**config.mk**
```make
export PLATFORM = sky130hd
export DESIGN_NAME = pipe_game_ctrl
export DESIGN_NICKNAME = d
export VERILOG_FILES = /design/src/rtl/pipe_game_ctrl.sv
export SDC_FILE = /design/constraint.sdc
export NUM_CORES = 1
export LEC_CHECK = 0
export CAP_MARGIN = 20
export CORE_ASPECT_RATIO = 0.7
export CORE_MARGIN = 2
export CORE_UTILIZATION = 61
export CTS_CLUSTER_DIAMETER = 80
export DETAILED_ROUTE_END_ITERATION = 16
export GPL_TIMING_DRIVEN = 0
export PLACE_DENSITY = 0.8
export SKIP_CTS_REPAIR_TIMING = 1
export SYNTH_ARGS = -nofsm -noshare
export SYNTH_HDL_FRONTEND = slang
export SYNTH_SLANG_ARGS = --single-unit
```
**constraint.sdc**
```tcl
create_clock -name clk -period 5.91 [get_ports clk]
set_clock_uncertainty 0.05 [all_clocks]
set_input_delay 1.182 -clock clk [delete_from_list [all_inputs] [get_ports clk]]
set_output_delay 1.182 -clock clk [all_outputs]
set_load 0.05 [all_outputs]
```
**src/rtl/pipe_game_ctrl.sv**
```systemverilog
// pipe_game_ctrl: round sequencer for the pipe game datapath.
//   Owns the IDLE/PLAY/DYING/OVER round FSM, generates the pipe movement
//   tick (period shrinks with level), keeps score/level and emits a
//   one-cycle clear pulse when a round starts.
// Ports:
//   clk       system clock
//   rstn      synchronous reset, active-high (asserted = 1)
//   key       debounced flap/start button (level)
//   collide   bird overlaps a pipe or boundary (level)
//   pass      one-cycle pulse when a pipe passes the bird
//   start     run enable to the pipe generator (PLAY and DYING)
//   move_en   one-cycle pipe movement tick
//   clr       one-cycle pulse at round start
//   score     current round score (saturating)
//   level     current speed level (saturating)
//   state     0 IDLE, 1 PLAY, 2 DYING, 3 OVER
//   game_over high in OVER
`timescale 1ns/1ps
module pipe_game_ctrl #(
  parameter int unsigned TICK_BASE  = 400000,
  parameter int unsigned TICK_STEP  = 40000,
  parameter int unsigned TICK_MIN   = 120000,
  parameter int unsigned LEVEL_PTS  = 5,
  parameter int unsigned LEVEL_MAX  = 7,
  parameter int unsigned DEATH_HOLD = 50000000,
  parameter int unsigned SCORE_W    = 10
) (
  input  logic               clk,
  input  logic               rstn,
  input  logic               key,
  input  logic               collide,
  input  logic               pass,
  output logic               start,
  output logic               move_en,
  output logic               clr,
  output logic [SCORE_W-1:0] score,
  output logic [3:0]         level,
  output logic [1:0]         state,
  output logic               game_over
);

  typedef enum logic [1:0] {
    IDLE  = 2'd0,
    PLAY  = 2'd1,
    DYING = 2'd2,
    OVER  = 2'd3
  } state_t;

  localparam logic [31:0] BASE      = 32'(TICK_BASE);
  localparam logic [31:0] STEP      = 32'(TICK_STEP);
  localparam logic [31:0] MIN       = 32'(TICK_MIN);
  // Largest reduction that still stays at or above the floor; computing
  // against this span avoids ever subtracting below zero.
  localparam logic [31:0] SPAN      = (BASE > MIN) ? (BASE - MIN) : 32'd0;
  localparam logic [31:0] PTS_LAST  = (LEVEL_PTS == 0) ? 32'd0 : 32'(LEVEL_PTS - 1);
  localparam logic [31:0] HOLD_LAST = (DEATH_HOLD == 0) ? 32'd0 : 32'(DEATH_HOLD - 1);
  localparam logic [3:0]  LVL_MAX   = 4'(LEVEL_MAX);

  function automatic logic [31:0] period(input logic [3:0] lvl);
    logic [35:0] dec;
    dec = 36'(lvl) * 36'(STEP);
    if (dec >= 36'(SPAN)) period = MIN;
    else                  period = BASE - dec[31:0];
  endfunction

  state_t             st, st_next;
  logic               key_q;
  logic               key_rise;
  logic [31:0]        tick_cnt, tick_next;
  logic [31:0]        hold_cnt, hold_next;
  logic [31:0]        pts_cnt, pts_next;
  logic [SCORE_W-1:0] score_next;
  logic [3:0]         level_next;
  logic               move_next;
  logic               clr_next;

  assign key_rise = key & ~key_q;
  assign state    = st;

  always_comb begin
    st_next    = st;
    tick_next  = tick_cnt;
    hold_next  = hold_cnt;
    pts_next   = pts_cnt;
    score_next = score;
    level_next = level;
    move_next  = 1'b0;
    clr_next   = 1'b0;
    case (st)
      IDLE: begin
        if (key_rise) begin
          st_next    = PLAY;
          clr_next   = 1'b1;
          score_next = '0;
          level_next = '0;
          pts_next   = '0;
          tick_next  = period(4'd0) - 32'd1;
        end
      end
      PLAY: begin
        if (collide) begin
          st_next   = DYING;
          hold_next = '0;
        end else begin
          // Reload uses the level held before this edge, so a level bump
          // only affects the following interval.
          if (tick_cnt == '0) begin
            move_next = 1'b1;
            tick_next = period(level) - 32'd1;
          end else begin
            tick_next = tick_cnt - 32'd1;
          end
          // pts_cnt tracks score modulo LEVEL_PTS without a divider.
          if (pass && (score != '1)) begin
            score_next = score + SCORE_W'(1);
            if (pts_cnt >= PTS_LAST) begin
              pts_next = '0;
              if (level < LVL_MAX) level_next = level + 4'd1;
            end else begin
              pts_next = pts_cnt + 32'd1;
            end
          end
        end
      end
      DYING: begin
        if (hold_cnt >= HOLD_LAST) st_next = OVER;
        else                       hold_next = hold_cnt + 32'd1;
      end
      OVER: begin
        if (key_rise) st_next = IDLE;
      end
      default: st_next = IDLE;
    endcase
  end

  always_ff @(posedge clk) begin
    if (rstn) begin
      st        <= IDLE;
      key_q     <= 1'b0;
      tick_cnt  <= '0;
      hold_cnt  <= '0;
      pts_cnt   <= '0;
      score     <= '0;
      level     <= '0;
      move_en   <= 1'b0;
      clr       <= 1'b0;
      start     <= 1'b0;
      game_over <= 1'b0;
    end else begin
      st        <= st_next;
      key_q     <= key;
      tick_cnt  <= tick_next;
      hold_cnt  <= hold_next;
      pts_cnt   <= pts_next;
      score     <= score_next;
      level     <= level_next;
      move_en   <= move_next;
      clr       <= clr_next;
      start     <= (st_next == PLAY) || (st_next == DYING);
      game_over <= (st_next == OVER);
    end
  end

endmodule

```
# Word level (Yosys, flattened, before mapping)
# Cells that the tools add are included.
# word_totals
reg_bits	117
inputBits	5
elab_cells	86
# op_classes
addsub	7
multipliers	1
n_lt_le_gt_ge	4
eq_ne	14
mux	33
bitwise_logic	4
reduce_logical	12
# op_table
cell	count
two-way mux 32 bit	13
one-hot mux 32 bit (2 select lines)	3
adder 32 x 1 -> 32 bit (second input constant)	2
subtractor 32 x 1 -> 32 bit (second input constant)	2
greater-or-equal comparator 32 x 26 -> 1 bit (second input constant)	1
greater-or-equal comparator 32 x 3 -> 1 bit (second input constant)	1
logical NOT 32 bit	1
two-way mux 10 bit	3
subtractor 19 x 20 -> 21 bit (first input constant)	1
greater-or-equal comparator 20 x 19 -> 1 bit (second input constant)	1
two-way mux 4 bit	5
one-hot mux 10 bit (2 select lines)	1
multiplier 4 x 10 -> 14 bit (second input constant)	1
!= test 2 bit (second input constant)	7
adder 10 x 1 -> 10 bit (second input constant)	1
!= test 10 bit (second input constant)	1
equality test 2 bit (second input constant)	4
two-way mux 2 bit	4
one-hot mux 2 bit (4 select lines)	1
one-hot mux 4 bit (2 select lines)	1
AND reduction 3 bit	2
AND reduction 6 bit	1
adder 4 x 1 -> 4 bit (second input constant)	1
equality test 2 x 1 -> 1 bit (second input constant)	2
11 further kinds	15

# Logic depth before layout (Yosys ltp)
# depth
word_depth	10
depth_mapped	17

# Worst setup path before layout
# Ideal clock, no wire load.
# synth_path
path_type	register -> register
startpoint	register level[2]
endpoint	register tick_cnt[31]
setup_time_ps	122
arrival_time_ps	5171
t_required_ps	5738
slack_ps	568
path_stages_with_launch	16
path_buffers	1
synth_period_minus_slack_ps	5342
path_cell_list	dfxtp_1 > inv_1 > fa_1 > inv_1 > ha_1 > ha_1 > a211o_1 > nand2_1 > o311ai_0 > a311oi_4 > and2_2 > clkbuf_2 > a221o_2 > or3_4 > or2_4 > o311a_1
# synth_between
elab_chain_cells	10
# synth_rtl
element	line_no	text
start: declaration	37	output logic [3:0] level,
start signal: assignment	156	level <= level_next;
multiplier 4 x 10 -> 14 bit *	61	dec = 36'(lvl) * 36'(STEP);
subtractor 19 x 20 -> 21 bit or greater-or-equal comparator 20 x 19 -> 1 bit (tied branches)	63, 62	
two-way mux 32 bit *	62	if (dec >= 36'(SPAN)) period = MIN;
two-way mux 32 bit *	107	if (tick_cnt == '0) begin
two-way mux 32 bit *	101	if (collide) begin
two-way mux 32 bit *	89	case (st)
subtractor 32 x 1 -> 32 bit *	109	tick_next = period(level) - 32'd1;
two-way mux 32 bit *	107	
two-way mux 32 bit *	101	
one-hot mux 32 bit (2 select lines) *	89	
end signal: assignment	152	tick_cnt <= tick_next;
end: declaration	69	logic [31:0] tick_cnt, tick_next;
# Mark *: on every way between the ends. The rest lies on a longest branch, timed or not. The select of a mux whose other input is x is not followed.
# A chain may end at the register's enable or synchronous reset.

# Worst setup path in the final report
# layout_path
startpoint	register level[3]
endpoint	register tick_cnt[27]
# Same word-level chain as after synthesis.

==> flow_metrics.env <==
export IMPL_clock_root_buffer="clkbuf_16"
export IMPL_ys_ff_latch=117
export IMPL_slowest_delay_ps=590
export IMPL_ios=25
export IMPL_num_antenna_cells=0
export IMPL_globalplace_congestion=0.9336
export IMPL_synth_avg_cell_area_um2=8.305
export IMPL_period_minus_slack_ps=5469
export IMPL_setup_viol=0
export IMPL_firstDrtPassIters=5
export IMPL_antenna_found_initial=0
export IMPL_r2r_slack_ps=440
export IMPL_nFillCells=741
export IMPL_dieHeight_um=89.05
export IMPL_overflow=0
export IMPL_ff_latch_area_mm2=0.002344
export IMPL_critPathLaunchType="flop"
export IMPL_yosys_area_share_simple=0.2817
export IMPL_cp_end_kind="flop"
export IMPL_min_path_type="reg2reg"
export IMPL_relSlewSlack=0.3591
export IMPL_die_w_um=125.5
export IMPL_start_util=0.6179
export IMPL_synth_commonest_cells="dfxtp_1, nor2_1, nand2_1"
export IMPL_path_common_cell="inv_1"
export IMPL_numPortBuffers=23
export IMPL_status="complete, no violations"
export IMPL_detail_route_antenna_nets=0
export IMPL_synth_area_mm2=0.006304
export IMPL_rsz0062_at_grt="false"
export IMPL_routed_wl_mm=15.33
export IMPL_fp_coreArea_mm2=0.01020
export IMPL_numCtsBuffers=17
export IMPL_drc_errors=0
export IMPL_finalHoldViolCount=0
export IMPL_multi_input_area_mm2=0.003739
export IMPL_ys_seq_area_frac=0.3716
export IMPL_maxCapViolations=0
export IMPL_synth_top_family_by_area="simple AND/OR/NAND/NOR gates"
export IMPL_grtUsageTotal=0.2765
export IMPL_yosysUniqueCellTypes=73
export IMPL_dp_hpwl_mm=10.67
export IMPL_clock_sinks=117
export IMPL_ir_worst_vdd_v=0.0002452
export IMPL_syn_inst=759
export IMPL_path_cells="inv_1 -> fa_1 -> inv_1 -> ha_1 -> inv_1 -> fa_1 -> nor2b_1 -> o2111ai_1 -> a21o_1 -> a311oi_4 -> nand4_2 -> a221o_2 -> nor4_4 -> buf_2 -> a31o_2 -> o211ai_1"
export IMPL_cts_tree="done"
export IMPL_yosysMostFrequentCell="dfxtp_1"
export IMPL_synth_area_leader_cell="dfxtp_1"
export IMPL_synthArstFlopShare=0
export IMPL_crit_buf_inv=4
export IMPL_fmax_mhz=182.8
export IMPL_cpLargestDelayFamily="compound AO/OA/AOI/OAI gates"
export IMPL_drive_gt1_frac=0.08466
export IMPL_yosys_top_cells_area="dfxtp_1, nor2_1, ha_1"
export IMPL_grt_pass1_vias=5156
export IMPL_leakage_uw=0.002832
export IMPL_syn_num_nets=792
export IMPL_syn2layout_area_growth_pct=16.63
export IMPL_stdcell_area_mm2=0.007352
export IMPL_wl_per_cell_um=16.19
export IMPL_max_slew_worst_pin_slew_ps=948.4
export IMPL_dieArea_mm2=0.01118
export IMPL_ys_warnings_count=0
export IMPL_final_nets=835
export IMPL_h_tree_depth=4
export IMPL_place_inst=914
export IMPL_synth_xor_xnor_area_share=0.07781
export IMPL_grt_max_degree=17
export IMPL_cp_slowest_cell="dfxtp_1"
export IMPL_yosysTopAreaCellShare=0.3716
export IMPL_drv_slew=0
export IMPL_path_max_fanout=12
export IMPL_num_rows=31
export IMPL_grt_first_pass_wirelength_mm=25.05
export IMPL_drtIter0Drc=507
export IMPL_synth_compound_area_frac=0.1649
export IMPL_power_density_mw_per_mm2=305.6
export IMPL_synth_edf_count=0
export IMPL_synth_area_mux_share=0.007940
export IMPL_via_count=5877
export IMPL_period_share=0.9254
export IMPL_vias_per_cell=6.206
export IMPL_cts_buffer_depth=2
export IMPL_crit_arrival_ps=5700
export IMPL_fin_cells=947
export IMPL_clock_latency_ps=410
export IMPL_setup_tns_ps=0
export IMPL_worstSetupPathType="reg2reg"
export IMPL_cts_clk_slew_worst_paths_ps=60
export IMPL_place_area_mm2=0.006699
export IMPL_ys_flop_type="dfxtp_1"
export IMPL_yosys_area_share_adder=0.05915
export IMPL_crit_required_ps=6140
## flip-flops by register name (all words and copies together) (netlist names)
name       count
clr            1
game_over      1
hold_cnt      32
key_q          1
level          4
move_en        1
pts_cnt       32
score         10
start          1
state          2
tick_cnt      32
## through the flow
step           total power, uW  setup WS (ps)  utilization  hold slack, ps
3_5_place_dp              1147          62.26       0.6567           397.5
4_1_cts                   2246          58.30       0.7191           410.9
3_3_place_gp              1137          373.2       0.6567           392.0
5_1_grt                   2323          92.18       0.7207           423.0
2_1_floorplan             1071          567.5            -           377.8
6_report                  2246          440.8       0.7207           414.5
## final cells by class
type,instances,area share
clock buffer,18,0.05973
inverter,31,0.01583
multi-input combinational,581,0.5085
buffer,30,0.01583
tap,132,0.02246
clock inverter,14,0.02689
sequential,117,0.3188
timing repair buffer,24,0.03199
## kinds of logic after synthesis
kind of cell / after synthesis
multiplexers: 5
AND/OR/NAND/NOR: 344
adder cells (fa/ha/maj): 28
buffers and inverters: 61
flip-flops: 117
XOR/XNOR: 56
AO/OA/AOI/OAI: 148
## worst paths after layout
kind                                   from  cells past startpoint                        end
setup reg to reg      level[3]$_SDFFE_PP0P_                     16  tick_cnt[27]$_SDFFE_PP0P_
hold / removal    tick_cnt[31]$_SDFFE_PP0P_                      1  tick_cnt[31]$_SDFFE_PP0P_
hold reg to reg   tick_cnt[31]$_SDFFE_PP0P_                      1  tick_cnt[31]$_SDFFE_PP0P_
setup / recovery      level[3]$_SDFFE_PP0P_                     16  tick_cnt[27]$_SDFFE_PP0P_
## report_power, final
| part | total (uW) | internal (uW) | switching (uW) |
|---|---|---|---|
| registers | 832 | 809 | 22.7 |
| clock network | 1100 | 721 | 383 |
| logic | 310 | 108 | 203 |
| total | 2250 | 1640 | 609 |
## worst reg2reg max path: cells and delay by family (launching register included)
| family | cells | cell delay (ps) |
|---|---|---|
| compound gates | 6 | 1820 |
| fa+ha+maj | 3 | 1310 |
| buf+inv | 4 | 700 |
| flops | 1 | 590 |
| simple gates | 3 | 880 |
## layout by cell type, fill, tap and decap left out, drive strengths merged, types with 7 or more instances in the layout
master,n
a21oi,39
a31o,9
a31oi,16
and2,15
and3,15
and4,8
clkbuf,45
clkdlybuf4s50,23
dfxtp,117
ha,25
inv,34
nand2,52
nand2b,7
nand3,29
nand4,19
nor2,114
nor2b,9
nor3,16
nor4,21
o21ai,23
or2,7
or3,16
xnor2,28
xor2,28
## layer usage
layer / wire length (um) / global-route usage / vias to the layer above
met4: 179 / 0.07778 / 0
met3: 975 / 0.06284 / 23
li1: - / - / 2820
met2: 6898 / 0.4275 / 226
met5: 0 / 0 / -
met1: 7275 / 0.3924 / 2808
No activity file was read; power rests on OpenSTA's default activity.
